## src/rtl/fetch_unit.sv

```systemverilog
// Instruction fetch and PC sequencer: owns the PC, fetches words over req/ack, selects the next PC from pcControl.
// Latency: 2 cycles per instruction with zero-wait memory (FETCH, EXEC); each memory wait cycle adds one.
// Backpressure: imem_req is held with a stable address until imem_ack; HALT stalls fetching until resume.
module fetch_unit #(
    parameter int                    ADDR_WIDTH = 21,
    parameter logic [ADDR_WIDTH-1:0] RESET_PC   = '0
) (
    input  logic                  clock,
    input  logic                  reset,
    output logic                  imem_req,
    output logic [ADDR_WIDTH-1:0] imem_addr,
    input  logic                  imem_ack,
    input  logic [31:0]           imem_rdata,
    output logic [31:0]           instruction,
    output logic                  instr_valid,
    input  logic [4:0]            pcControl,
    input  logic [20:0]           target,
    input  logic                  eq,
    input  logic                  lt,
    input  logic                  gt,
    input  logic                  zero,
    input  logic                  resume,
    output logic [ADDR_WIDTH-1:0] pc,
    output logic                  halted
);

    // NOP encoding (opcode 25) so the control unit sees a harmless word out of reset.
    localparam logic [31:0] NOP_INSTR = 32'h6400_0000;

    // Branch codes understood by the sequencer; everything above HALT falls through.
    localparam logic [4:0] PC_NONE  = 5'd0;
    localparam logic [4:0] PC_EQ    = 5'd1;
    localparam logic [4:0] PC_LT    = 5'd2;
    localparam logic [4:0] PC_GT    = 5'd3;
    localparam logic [4:0] PC_NE    = 5'd4;
    localparam logic [4:0] PC_LE    = 5'd5;
    localparam logic [4:0] PC_GE    = 5'd6;
    localparam logic [4:0] PC_NZ    = 5'd7;
    localparam logic [4:0] PC_Z     = 5'd8;
    localparam logic [4:0] PC_JMP   = 5'd9;
    localparam logic [4:0] PC_HALT  = 5'd10;

    typedef enum logic [1:0] {
        S_FETCH = 2'd0,
        S_EXEC  = 2'd1,
        S_HALT  = 2'd2
    } state_t;

    state_t                state;
    state_t                state_nxt;
    logic                  load_instr;
    logic                  pc_load;
    logic [ADDR_WIDTH-1:0] pc_nxt;
    logic [ADDR_WIDTH-1:0] pc_inc;
    logic [ADDR_WIDTH-1:0] target_pc;
    logic                  br_taken;
    logic                  br_halt;

    // The 21-bit jump target is truncated or zero-extended to the PC width.
    generate
        if (ADDR_WIDTH <= 21) begin : g_tgt_trunc
            assign target_pc = target[ADDR_WIDTH-1:0];
        end else begin : g_tgt_ext
            assign target_pc = {{(ADDR_WIDTH-21){1'b0}}, target};
        end
    endgenerate

    // Sequential increment wraps naturally at 2^ADDR_WIDTH.
    assign pc_inc = pc + ADDR_WIDTH'(1);

    // Decode the control unit's PC code against the ALU status flags.
    always_comb begin
        br_taken = 1'b0;
        br_halt  = 1'b0;
        case (pcControl)
            PC_NONE: br_taken = 1'b0;
            PC_EQ:   br_taken = eq;
            PC_LT:   br_taken = lt;
            PC_GT:   br_taken = gt;
            PC_NE:   br_taken = ~eq;
            PC_LE:   br_taken = lt | eq;
            PC_GE:   br_taken = gt | eq;
            PC_NZ:   br_taken = ~zero;
            PC_Z:    br_taken = zero;
            PC_JMP:  br_taken = 1'b1;
            PC_HALT: br_halt  = 1'b1;
            default: br_taken = 1'b0;
        endcase
    end

    // State register; reset parks the sequencer in FETCH.
    always_ff @(posedge clock or posedge reset) begin
        if (reset) begin
            state <= S_FETCH;
        end else begin
            state <= state_nxt;
        end
    end

    // Next-state, instruction capture and PC selection.
    always_comb begin
        state_nxt  = state;
        load_instr = 1'b0;
        pc_load    = 1'b0;
        pc_nxt     = pc;
        case (state)
            S_FETCH: begin
                if (imem_ack) begin
                    load_instr = 1'b1;
                    state_nxt  = S_EXEC;
                end
            end
            S_EXEC: begin
                pc_load = 1'b1;
                if (br_halt) begin
                    pc_nxt    = pc_inc;
                    state_nxt = S_HALT;
                end else if (br_taken) begin
                    pc_nxt    = target_pc;
                    state_nxt = S_FETCH;
                end else begin
                    pc_nxt    = pc_inc;
                    state_nxt = S_FETCH;
                end
            end
            S_HALT: begin
                // resume only counts once HALT has actually been entered
                if (resume) begin
                    state_nxt = S_FETCH;
                end
            end
            default: begin
                state_nxt = S_FETCH;
            end
        endcase
    end

    // Program counter: loaded only on the edge leaving EXEC.
    always_ff @(posedge clock or posedge reset) begin
        if (reset) begin
            pc <= RESET_PC;
        end else if (pc_load) begin
            pc <= pc_nxt;
        end
    end

    // Instruction register: captures read data on the ack edge, held otherwise.
    always_ff @(posedge clock or posedge reset) begin
        if (reset) begin
            instruction <= NOP_INSTR;
        end else if (load_instr) begin
            instruction <= imem_rdata;
        end
    end

    // Request is gated by reset so an in-flight fetch drops the moment reset rises.
    assign imem_req    = (state == S_FETCH) && !reset;
    assign imem_addr   = pc;
    assign instr_valid = (state == S_EXEC);
    assign halted      = (state == S_HALT);

endmodule
```

## config.mk

```make
export PLATFORM = sky130hd
export DESIGN_NAME = fetch_unit
export DESIGN_NICKNAME = d
export VERILOG_FILES = /design/src/rtl/fetch_unit.sv
export SDC_FILE = /design/constraint.sdc
export NUM_CORES = 1
export LEC_CHECK = 0
export ABC_AREA = 1
export CORE_ASPECT_RATIO = 1.5
export CORE_MARGIN = 2
export CORE_UTILIZATION = 43
export CTS_BUF_LIST = sky130_fd_sc_hd__clkbuf_8
export DETAILED_ROUTE_END_ITERATION = 16
export PLACE_DENSITY = 0.82
export SETUP_SLACK_MARGIN = 0.5
export SYNTH_ARGS = -nofsm -noshare
export SYNTH_HDL_FRONTEND = slang
export SYNTH_SLANG_ARGS = --single-unit
export TNS_END_PERCENT = 5
```

## constraint.sdc

```tcl
create_clock -name clock -period 2.4 [get_ports clock]
set_input_delay 0.48 -clock clock [delete_from_list [all_inputs] [get_ports clock]]
set_output_delay 0.48 -clock clock [all_outputs]
set_load 0.005 [all_outputs]
```

Word-level counts from Yosys, hierarchy flattened
Cells that the tools add are included.

word-level totals
  register bits = 55
  word-level logic and storage cells = 38
  input port bits = 66

cells by class
  muxes and demuxes = 11
  reductions and logical operators = 5
  eq/ne operators = 14
  bitwise operators = 4
  add/subtract/negate cells = 1

operators with widths
  kind                   number
  $mux 21                2
  $add 21x1->21 const B  1
  $eq 5x3->1 const B     4
  $eq 5x4->1 const B     3
  $eq 5x2->1 const B     2
  $pmux 1 s9             1
  $mux 2                 3
  $pmux 2 s3             1
  $eq 5x1->1 const B     1
  $mux 1                 4
  $ne 2x2->1 const B     2
  $reduce_and 2->1       2
  $eq 2x1->1 const B     1
  $eq 2x2->1 const B     1
  $logic_not 2->1        1
  $not 1->1              2
  $or 1x1->1             2
  $logic_and 1x1->1      1
  $logic_not 1->1        1

Logic depth before layout (Yosys ltp)
Gate-level depths: netlist of the first run.

  word-level depth = 4
  gate-level depth with buffers = 12

Worst setup path before layout of the first run
OpenSTA, ideal clock, no wires.

  path type = register -> register
  start point = register pc[0], in the netlist imem_addr[0]
  end point = register pc[12], in the netlist imem_addr[12]
  slack = 0.851 ns
  cell stages (with the launch flop) = 10
  arrival time = 1.432 ns
  required time = 2.283 ns
  cells stage by stage = dfrtp_1 ha_1 nand2_1 nor2_1 nand2_1 nor2_1 xnor2_1 nand2_1 nand3_1 nand2_1

between the ends
  word-level cells in the longest chain between the ends = 3

ends and longest elaborated chain
  item                    line  text
  from (decl)             23    output logic [ADDR_WIDTH-1:0] pc,
  from (signal assigned)  143   pc <= pc_nxt;
  $add 21x1->21 (*)       69    assign pc_inc = pc + ADDR_WIDTH'(1);
  $mux 21                 118   end else if (br_taken) begin
  $mux 21 (*)             115   if (br_halt) begin

Every way passes the cells marked *; elsewhere a longest branch is shown, timed or not.
A chain may end at the register's enable or synchronous reset.

Final worst setup path of the first run
  start point = register state[1]
  end point = output halted

between the ends
  word-level cells in the longest chain between the ends = 1

ends and longest elaborated chain
  item                    line  text
  from (decl)             49    state_t state;
  from (signal assigned)  96    state <= state_nxt;
  $eq 2x2->1              160   assign halted = (state == S_HALT);
  to (decl)               24    output logic halted

No other way between the ends.

==> results of run 1 <==
==> worst min-delay path by stage <==
| stage | from | end | slack [ps] | depth (start not counted) |
|---|---|---|---|---|
| after detailed placement | instruction[30] | instruction[30] | 460 | 2 |
| after floorplan | instruction[26] | instruction[26] | 460 | 2 |
| after global routing | instruction[29] | instruction[29] | 490 | 2 |
| final | instruction[30] | instruction[30] | 470 | 2 |
| after CTS | instruction[30] | instruction[30] | 470 | 2 |
| after global placement | instruction[29] | instruction[29] | 450 | 2 |
==> final cells by class <==
class                      instances  area, µm²  area share, %
timing repair buffer             151       1530           32.3
multi-input combinational        324       1420           30.0
sequential                        55       1380           29.2
inverter                          45        169           3.57
tap                              100        125           2.64
clock buffer                       5       68.8           1.45
clock inverter                     3       41.3          0.873
==> registers in the layout (all words and copies together), names as in the netlist <==
signal and flops:
state 2, instruction 32, imem_addr 21
==> worst min-delay path, delay by kind of cell, from the launching register on <==
kind / cells / cell delay, ps
flip-flops: 1 / 380
AND/OR/NAND/NOR: 2 / 100
==> power by group <==
part	switching, mW	internal [mW]
combinational	0.531	0.837
sequential	0.270	1.13
clock	0.306	0.307
==> per-layer routing <==
layer,vias to the layer above,global-route usage (%)
li1,1620,-
met3,20,6.42
met5,-,0
met4,0,11.2
met2,145,39.8
met1,1476,21.6
==> placed cells by master, fill, tap and decap left out, types with 2 or more instances in the layout <==
cell / netlist / final
nand4_1: 5 / 5
dlymetal6s2s_1: 0 / 3
nand3_1: 55 / 55
nor2_2: 2 / 3
buf_12: 0 / 2
xnor2_1: 7 / 7
clkbuf_8: 0 / 5
buf_4: 23 / 6
inv_2: 2 / 3
xor2_1: 8 / 8
clkdlybuf4s50_1: 0 / 138
nand2_1: 207 / 207
inv_1: 43 / 43
nor2_1: 32 / 31
dfrtp_1: 52 / 52
dfstp_2: 3 / 3
==> kinds of logic (layout without fill, tap and decap cells) <==
| logic type | Yosys count | in the layout | synth area share [%] |
|---|---|---|---|
| flip-flops | 55 | 55 | 43.0 |
| AO/OA/AOI/OAI | 3 | 3 | 0.858 |
| buffers and inverters | 82 | 204 | 12.8 |
| AND/OR/NAND/NOR | 305 | 305 | 38.8 |
| adder cells (fa/ha/maj) | 1 | 1 | 0.390 |
| XOR/XNOR | 15 | 15 | 4.09 |
==> Yosys cell counts, types with 2 or more instances <==
| cell type | number | share of area [%] |
|---|---|---|
| buf_6 | 2 | 0.70 |
| xnor2_1 | 7 | 1.9 |
| inv_1 | 43 | 5.0 |
| nor2_1 | 32 | 3.7 |
| clkbuf_1 | 9 | 1.1 |
| buf_4 | 23 | 5.4 |
| dfrtp_1 | 52 | 41 |
| nand2_1 | 207 | 24 |
| nor2_2 | 2 | 0.39 |
| nand4_1 | 5 | 0.97 |
| xor2_1 | 8 | 2.2 |
| inv_2 | 2 | 0.23 |
| buf_2 | 2 | 0.31 |
| nand3_1 | 55 | 8.6 |
| dfstp_2 | 3 | 2.5 |
==> metrics by stage <==
stage	hold slack, ps	total power, mW	utilization [%]	setup WS, ps	instances
4_1_cts	475	3.40	65.1	434	682
3_3_place_gp	454	2.74	63.6	243	674
3_5_place_dp	458	2.78	63.6	128	674
6_report	470	3.38	65.5	519	683
2_1_floorplan	457	2.04	-	582	461
5_1_grt	494	3.61	65.5	452	683
==> timing repair <==
| action | CTS | global route |
|---|---|---|
| setup endpoints to repair | 18 | 25 |
| buffers inserted | 0 | 1 |
| hold buffers | 0 | 0 |
| gates resized for setup | 1 | 6 |
| endpoints found under the hold margin | 0 | 0 |
| gates cloned | 0 | 0 |
==> results.cfg, run 1 <==
[outcome]
status = finished clean

[route]
firstDrtPassIters = 7
wl_mm = 8.77
drc_errors = 0
postRouteAntennaNets = 0
wl_met3_um = 671
met2WireLength_mm = 4.62
drt-initial-drc-count = 171
wl_per_cell_um = 12.8
route.vias.total = 3261
routed.top_layer = met4
via_per_inst = 4.77
wl_met1_mm = 3.25

[synth]
syn_nets = 528
ys_ff_latch = 55
synth_edf_count = 0
synthesis.instances = 461
ys_seq_area_share_pct = 43.0
ys_types = 24
syn_area_um2 = 3210
ys.flop_type = dfrtp_1
synthArstFlopShare_pct = 100
avgSynthCellArea_um2 = 6.96
synth_warnings = 0

[sta]
setup_viol = 0
skew_ps = 7.91
hold_viol = 0
fmax_mhz = 532
tns_ps = 0
slew_viol_final = 0
grt_setup_unrepaired = yes
worst_pin_slew_ps = 677
finalCritPeriodShare_pct = 78.4
min_period_ps = 1880
slew_headroom_pct = 54.8

[final_layout]
nFillCells = 611
fin_area_um2 = 4730
syn_to_final_growth_pct = 47.4
layout-drive-gt1-share_pct = 4.97
diodes = 0
nets = 649

[worst_hold_path]
hold_path.class = reg -> reg

[place]
place.gp.congestion = 0.925
hpwl_mm = 6.58
numPortBuffers = 142
place_area_um2 = 4600

[critical_path]
crit_fanout = 4
cp.buffers_inverters = 2
r2r-start = imem_addr[0]
end_kind = primary output
critical_path.cell_chain = inv_1 -> nor2_1 -> clkdlybuf4s50_1
crit_end = halted
critPathRequiredTime_ps = 1920
crit_path_max_incr_delay_ps = 510
ff2ff_path_depth = 9
cp.arrival_ps = 1400
cp-start-kind = register
rr_endpoint = imem_addr[12]
crit_start = state[1]
cp_slowest_cell = clkdlybuf4s50_1
path_delay_family = buffers and inverters
r2r_setup_slack_ps = 610
crit_type = reg -> out
worst-path-stages = 3

[power]
vdd_drop_max_mv = 0.428
cellPowerDensity_nw_per_um2 = 714
p_leak_nw = 2.34

[grt]
grt.overflow.total = 0
antenna_found_initial = 0
grt_first_pass_wirelength_mm = 13.7
grt_pass1_vias = 3205
grt_use_total_pct = 21.8
grt_max_degree = 34

[clocking]
cts.clk_slew.worst_paths_ps = 100
clkSinkCount = 55
cts_tree = yes
cts_buffers = 5
htree_levels = 2
clock_latency_ps = 310
cts_buffer_depth = 2
clockRootBuffer = clkbuf_8

[floorplanning]
dieArea_um2 = 8180
core_area_um2 = 7230
ios = 143
rows = 38
chipHeight_um = 110
die_x_um = 74.5
start_util_pct = 44.4

[run]
cap_violations = 0
Note: power is estimated with default switching activity, not from simulation.
==> inputs of run 2 (changes only) <==
--- a/config.mk
+++ b/config.mk
@@ -8,10 +8,10 @@
 export ABC_AREA = 1
 export CORE_ASPECT_RATIO = 1.5
 export CORE_MARGIN = 2
-export CORE_UTILIZATION = 43
+export CORE_UTILIZATION = 39
 export CTS_BUF_LIST = sky130_fd_sc_hd__clkbuf_8
 export DETAILED_ROUTE_END_ITERATION = 16
-export PLACE_DENSITY = 0.82
+export PLACE_DENSITY = 0.79
 export SETUP_SLACK_MARGIN = 0.5
 export SYNTH_ARGS = -nofsm -noshare
 export SYNTH_HDL_FRONTEND = slang
==> constraint.sdc (replaced) <==
create_clock -name clock -period 1.5 [get_ports clock]
set_input_delay 0.3 -clock clock [delete_from_list [all_inputs] [get_ports clock]]
set_output_delay 0.3 -clock clock [all_outputs]
set_load 0.005 [all_outputs]
==> run 2 against run 1 <==
Effect of this change: the flow now finishes with violations (setup timing); critical path type is now reg -> reg; combinational power grew to 2.6 times the previous value; flip-flop and latch count is the same; worst hold slack gained 8.1 ps; critical path depth grew 9; via count grew 20%.
==> results.cfg, run 2 (synthesized netlist as in run 1, its figures left out) <==
[grt]
grt_first_pass_wirelength_mm = 17.6
grt.overflow.total = 0
grt_use_total_pct = 24.6
antenna_found_initial = 0
grt_max_degree = 56
grt_pass1_vias = 3821

[floorplanning]
start_util_pct = 40.1
dieArea_um2 = 8990
core_area_um2 = 8010
chipHeight_um = 115
die_x_um = 78.1
rows = 40
ios = 143

[sta]
slew_viol_final = 0
setup_ws_ps = -57.6
skew_ps = 8.72
slew_headroom_pct = 80.2
hold_ws_ps = 478
tns_ps = -181
finalCritPeriodShare_pct = 104
grt_setup_unrepaired = yes
worst_pin_slew_ps = 297
setup_viol = 6
hold_viol = 0
fmax_mhz = 642
min_period_ps = 1560

[run]
cap_violations = 0

[worst_hold_path]
hold_path_end = instruction[26]
hold_path.class = reg -> reg
min_path_cells = 2
hp-start = instruction[26]

[critical_path]
rr_endpoint = imem_addr[19]
r2r-start = imem_addr[14]
r2r_setup_slack_ps = -60
critical_path.cell_chain = buf_6 -> nand2_2 -> nor2_4 -> nand2_2 -> nor2_4 -> nand2_1 -> nand2_1 -> nand2_1 -> inv_1 -> nand2_1 -> nand3_1 -> nand2_1
cp-start-kind = register
crit_fanout = 3
critPathRequiredTime_ps = 1720
crit_top_cell = nand2_1
ff2ff_path_depth = 12
crit_path_max_incr_delay_ps = 440
crit_type = reg -> reg
cp.arrival_ps = 1770
cp_slowest_cell = dfrtp_2
end_kind = register

[route]
wl_met1_mm = 4.14
wl_met3_mm = 1.05
drt-initial-drc-count = 370
via_per_inst = 5.09
wl_mm = 12.2
route.vias.total = 3911
drc_errors = 0
wl_per_cell_um = 15.9
routed.top_layer = met4
firstDrtPassIters = 5
postRouteAntennaNets = 0
met2WireLength_mm = 6.32

[final_layout]
finish.utilization_pct = 70.0
nets = 730
multi_input_area_um2 = 1660
regArea_um2 = 1390
final_cell_mix = nand2_1, buf_6, clkdlybuf4s50_1
diodes = 0
nFillCells = 598
instances_no_fill = 769
layout-drive-gt1-share_pct = 36.9
largest_reg_flops = 32
syn_to_final_growth_pct = 74.8
final_common_cell = nand2_1
regMostFlops = instruction

[clocking]
clkSinkCount = 55
cts_buffers = 5
clockRootBuffer = clkbuf_8
cts_hold_buf = 0
cts.clk_slew.worst_paths_ps = 110
cts_buffer_depth = 2
clock_latency_ps = 310
htree_levels = 2
cts_tree = yes

[place]
numPortBuffers = 142
hpwl_mm = 7.06
placedCellCount = 704
place.gp.congestion = 0.871

[power]
p_leak_nw = 2.92
vdd_drop_max_mv = 0.776
cellPowerDensity_nw_per_um2 = 1170

[outcome]
status = complete, but fails checks
violations = setup timing
==> run 2: layout make-up <==
| class | count | area share, % |
|---|---|---|
| clock inverters | 2 | 0.290 |
| repair inverters | 3 | 0.402 |
| well taps | 105 | 2.34 |
| inverters | 45 | 3.19 |
| clock buffers | 6 | 1.47 |
| repair buffers | 229 | 38.0 |
| flip-flops and latches | 55 | 24.8 |
| multi-input cells | 324 | 29.5 |
==> run 2: worst max-delay path, delay by kind of cell (launching register included) <==
kind                   cells  cell delay (ps)
buffers and inverters      2              180
flip-flops                 1              440
AND/OR/NAND/NOR           10              840
==> run 2: stage by stage <==
stage / total power [mW] / area [µm²] / setup slack (ps)
floorplan: 3.27 / 3210 / -49.4
global placement: 4.65 / 4830 / -451
detailed placement: 4.72 / 4830 / -539
CTS: 5.83 / 5340 / 36.7
global route: 6.94 / 5610 / -123
finish: 6.58 / 5610 / -57.6
==> run 2: worst max path at each step <==
stage / slack, ps / cells after the start / to / start
floorplan: -50 / 9 / imem_addr[12] / imem_addr[0]
global placement: -450 / 11 / imem_addr[16] / pcControl[1]
detailed placement: -540 / 11 / imem_addr[0] / pcControl[1]
CTS: 40 / 5 / instr_valid / state[0]
global route: -120 / 12 / imem_addr[18] / imem_addr[17]
finish: -60 / 12 / imem_addr[19] / imem_addr[14]
==> run 2: timing repair <==
item,4_1_cts,5_1_grt
endpoints found under the setup margin,132,132
pin swaps,7,40
cloned,4,1
gates resized for setup,143,256
setup buffers,39,13
==> run 2: where the power goes <==
group	internal, mW	switching (mW)
sequential	1.81	0.240
clock	0.379	0.528
combinational	1.98	1.64
total	4.17	2.41
==> run 2: layer usage <==
metal | global-route usage, % | vias to the layer above
met3 | 6.51 | 72
met2 | 43.9 | 238
met1 | 26.4 | 1812
li1 | - | 1789
met5 | 0 | -
met4 | 13.3 | 0
==> inputs of run 3 (changes only) <==
--- a/config.mk
+++ b/config.mk
@@ -8,10 +8,10 @@
 export ABC_AREA = 1
 export CORE_ASPECT_RATIO = 1.5
 export CORE_MARGIN = 2
-export CORE_UTILIZATION = 39
+export CORE_UTILIZATION = 43
 export CTS_BUF_LIST = sky130_fd_sc_hd__clkbuf_8
 export DETAILED_ROUTE_END_ITERATION = 16
-export PLACE_DENSITY = 0.79
+export DONT_BUFFER_PORTS = 1
 export SETUP_SLACK_MARGIN = 0.5
 export SYNTH_ARGS = -nofsm -noshare
 export SYNTH_HDL_FRONTEND = slang
==> run 3 against run 2 <==
Effect of this change: critical endpoint is now imem_addr[13]; clock power down 5.0%; design area down 30%; combinational power down 48%; the flow now finishes without violations; utilization down 16 points; largest power group is now sequential cells; sequential power up 6%; first-iteration DRC count down 65%; critical path type unchanged; total power down 25%.
==> results.cfg, run 3 (synthesized netlist as in run 1, its figures left out) <==
[outcome]
status = finished clean

[critical_path]
r2r-start = imem_addr[7]
cp_slowest_cell = dfrtp_1
ff2ff_path_depth = 9
crit_start = imem_addr[7]
crit_fanout = 4
r2r_setup_slack_ps = 70
rr_endpoint = imem_addr[13]
crit_type = reg -> reg
cp-start-kind = register
crit_end = imem_addr[13]
critPathRequiredTime_ps = 1720
end_kind = register
critical_path.cell_chain = nand2_2 -> buf_4 -> nor2_1 -> nand3_1 -> xnor2_1 -> inv_1 -> nand2_1 -> nand3_1 -> nand2_1
cp.arrival_ps = 1650
crit_path_max_incr_delay_ps = 460

[power]
p_seq_share_pct = 43.9
total_power_mw = 4.93
intPower_mw = 3.06
netSwitchingPower_mw = 1.88
p_clk_share_pct = 17.5
pwr-share-comb_pct = 38.6
cellPowerDensity_nw_per_um2 = 1260
swShare_pct = 38.1
p_leak_nw = 2.08
vdd_drop_max_mv = 0.937

[grt]
grt_use_total_pct = 21.0
grt_max_degree = 34
antenna_found_initial = 0
grt_pass1_vias = 2927
grt.overflow.total = 0
grt_first_pass_wirelength_mm = 13.1

[sta]
setup_viol = 0
fmax_mhz = 701
hold_ws_ps = 58.5
finalCritPeriodShare_pct = 95.0
slew_viol_final = 0
hold_viol = 0
grt_setup_unrepaired = yes
min_period_ps = 1430
slew_headroom_pct = 52.1
skew_ps = 9.92
worst_pin_slew_ps = 718

[worst_hold_path]
hp-start = imem_rdata[30]
hold_path.class = in -> reg

[floorplanning]
chipHeight_um = 110
rows = 38
core_area_um2 = 7230
ios = 143
dieArea_um2 = 8180
start_util_pct = 44.4
die_x_um = 74.5

[clocking]
cts_tree = yes
cts_buffers = 5
htree_levels = 2
cts_buffer_depth = 2
clkSinkCount = 55
clock_latency_ps = 330
cts.clk_slew.worst_paths_ps = 100
clockRootBuffer = clkbuf_8

[run]
cap_violations = 0

[place]
place.gp.congestion = 0.891
hpwl_mm = 5.98
numPortBuffers = 0

[final_layout]
layout-drive-gt1-share_pct = 24.5
regMostFlops = instruction
final_common_cell = nand2_1
nets = 564
largest_reg_flops = 32
syn_to_final_growth_pct = 22.1
diodes = 0
final_cell_mix = nand2_1, buf_4, nand3_1

[route]
route.vias.total = 2954
drt-initial-drc-count = 129
wl_per_cell_um = 13.9
via_per_inst = 4.94
wl_mm = 8.33
drc_errors = 0
firstDrtPassIters = 4
postRouteAntennaNets = 0
==> run 3: cell types whose count changed in the layout (fill, tap and decap cells not counted), sizes merged <==
cell,delta
buf,-69
clkdlybuf4s50,-58
clkbuf,-25
dlygate4sd2,-12
clkinvlp,-5
inv,+2
bufbuf,-1
clkinv,+1
dlygate4sd3,+1
==> run 3: area by class of cell <==
class	instances	area, µm²
Fill cell	704	3310
Multi-Input combinational cell	324	1580
Sequential cell	55	1390
Timing Repair Buffer	66	568
Inverter	45	175
Tap cell	100	125
Clock buffer	5	68.8
Clock inverter	3	22.5
==> run 3: critical path, delay by kind of cell, from the launching register on <==
family	cells	cell delay, ps
XOR/XNOR	1	160
buffers and inverters	2	200
flip-flops	1	460
AND/OR/NAND/NOR	6	510
==> run 3: power groups by stage <==
| stage | combinational (mW) | clock (mW) | sequential (mW) |
|---|---|---|---|
| floorplan | 1.08 | 0 | 2.19 |
| global placement | 1.59 | 0 | 2.14 |
| detailed placement | 1.63 | 0 | 2.14 |
| CTS | 1.81 | 0.894 | 2.13 |
| global route | 2.15 | 0.967 | 2.21 |
| finish | 1.90 | 0.861 | 2.17 |
==> run 3: worst min-delay path by stage <==
| stage | end | slack [ps] | depth (start not counted) |
|---|---|---|---|
| final | instruction[30] | 60 | 2 |
| after global routing | instruction[26] | 50 | 2 |
| after CTS | instruction[30] | 50 | 2 |
| after detailed placement | instruction[0] | 270 | 2 |
| after global placement | instruction[0] | 270 | 2 |
| after floorplan | imem_addr[0] | 370 | 1 |
==> run 3: stage by stage <==
step	worst slack (ps)	util [%]	cell area (µm²)	std cells	TNS, ps
finish	74.3	54.2	3920	598	0
global route	-12.9	54.2	3920	598	-12.9
floorplan	-49.4	-	3210	461	-49.4
CTS	114	52.5	3800	596	0
detailed placement	-32.2	48.4	3500	574	-32.2
global placement	-35.2	48.4	3500	574	-35.2
==> run 3: what timing repair did <==
action	4_1_cts	5_1_grt
endpoints found under the hold margin	52	0
gates cloned	2	0
resized for setup	25	31
setup buffers	11	2
setup endpoints to repair	132	132
pin swaps	12	13
hold buffers	1	0
==> run 3: routing by layer <==
metal	global-route usage (%)	up-vias	part of all wire [%]
li1	-	1459	-
met2	39.7	115	56
met4	6.51	0	1.6
met1	21.1	1369	35
met3	6.78	11	7.4
met5	0	-	0
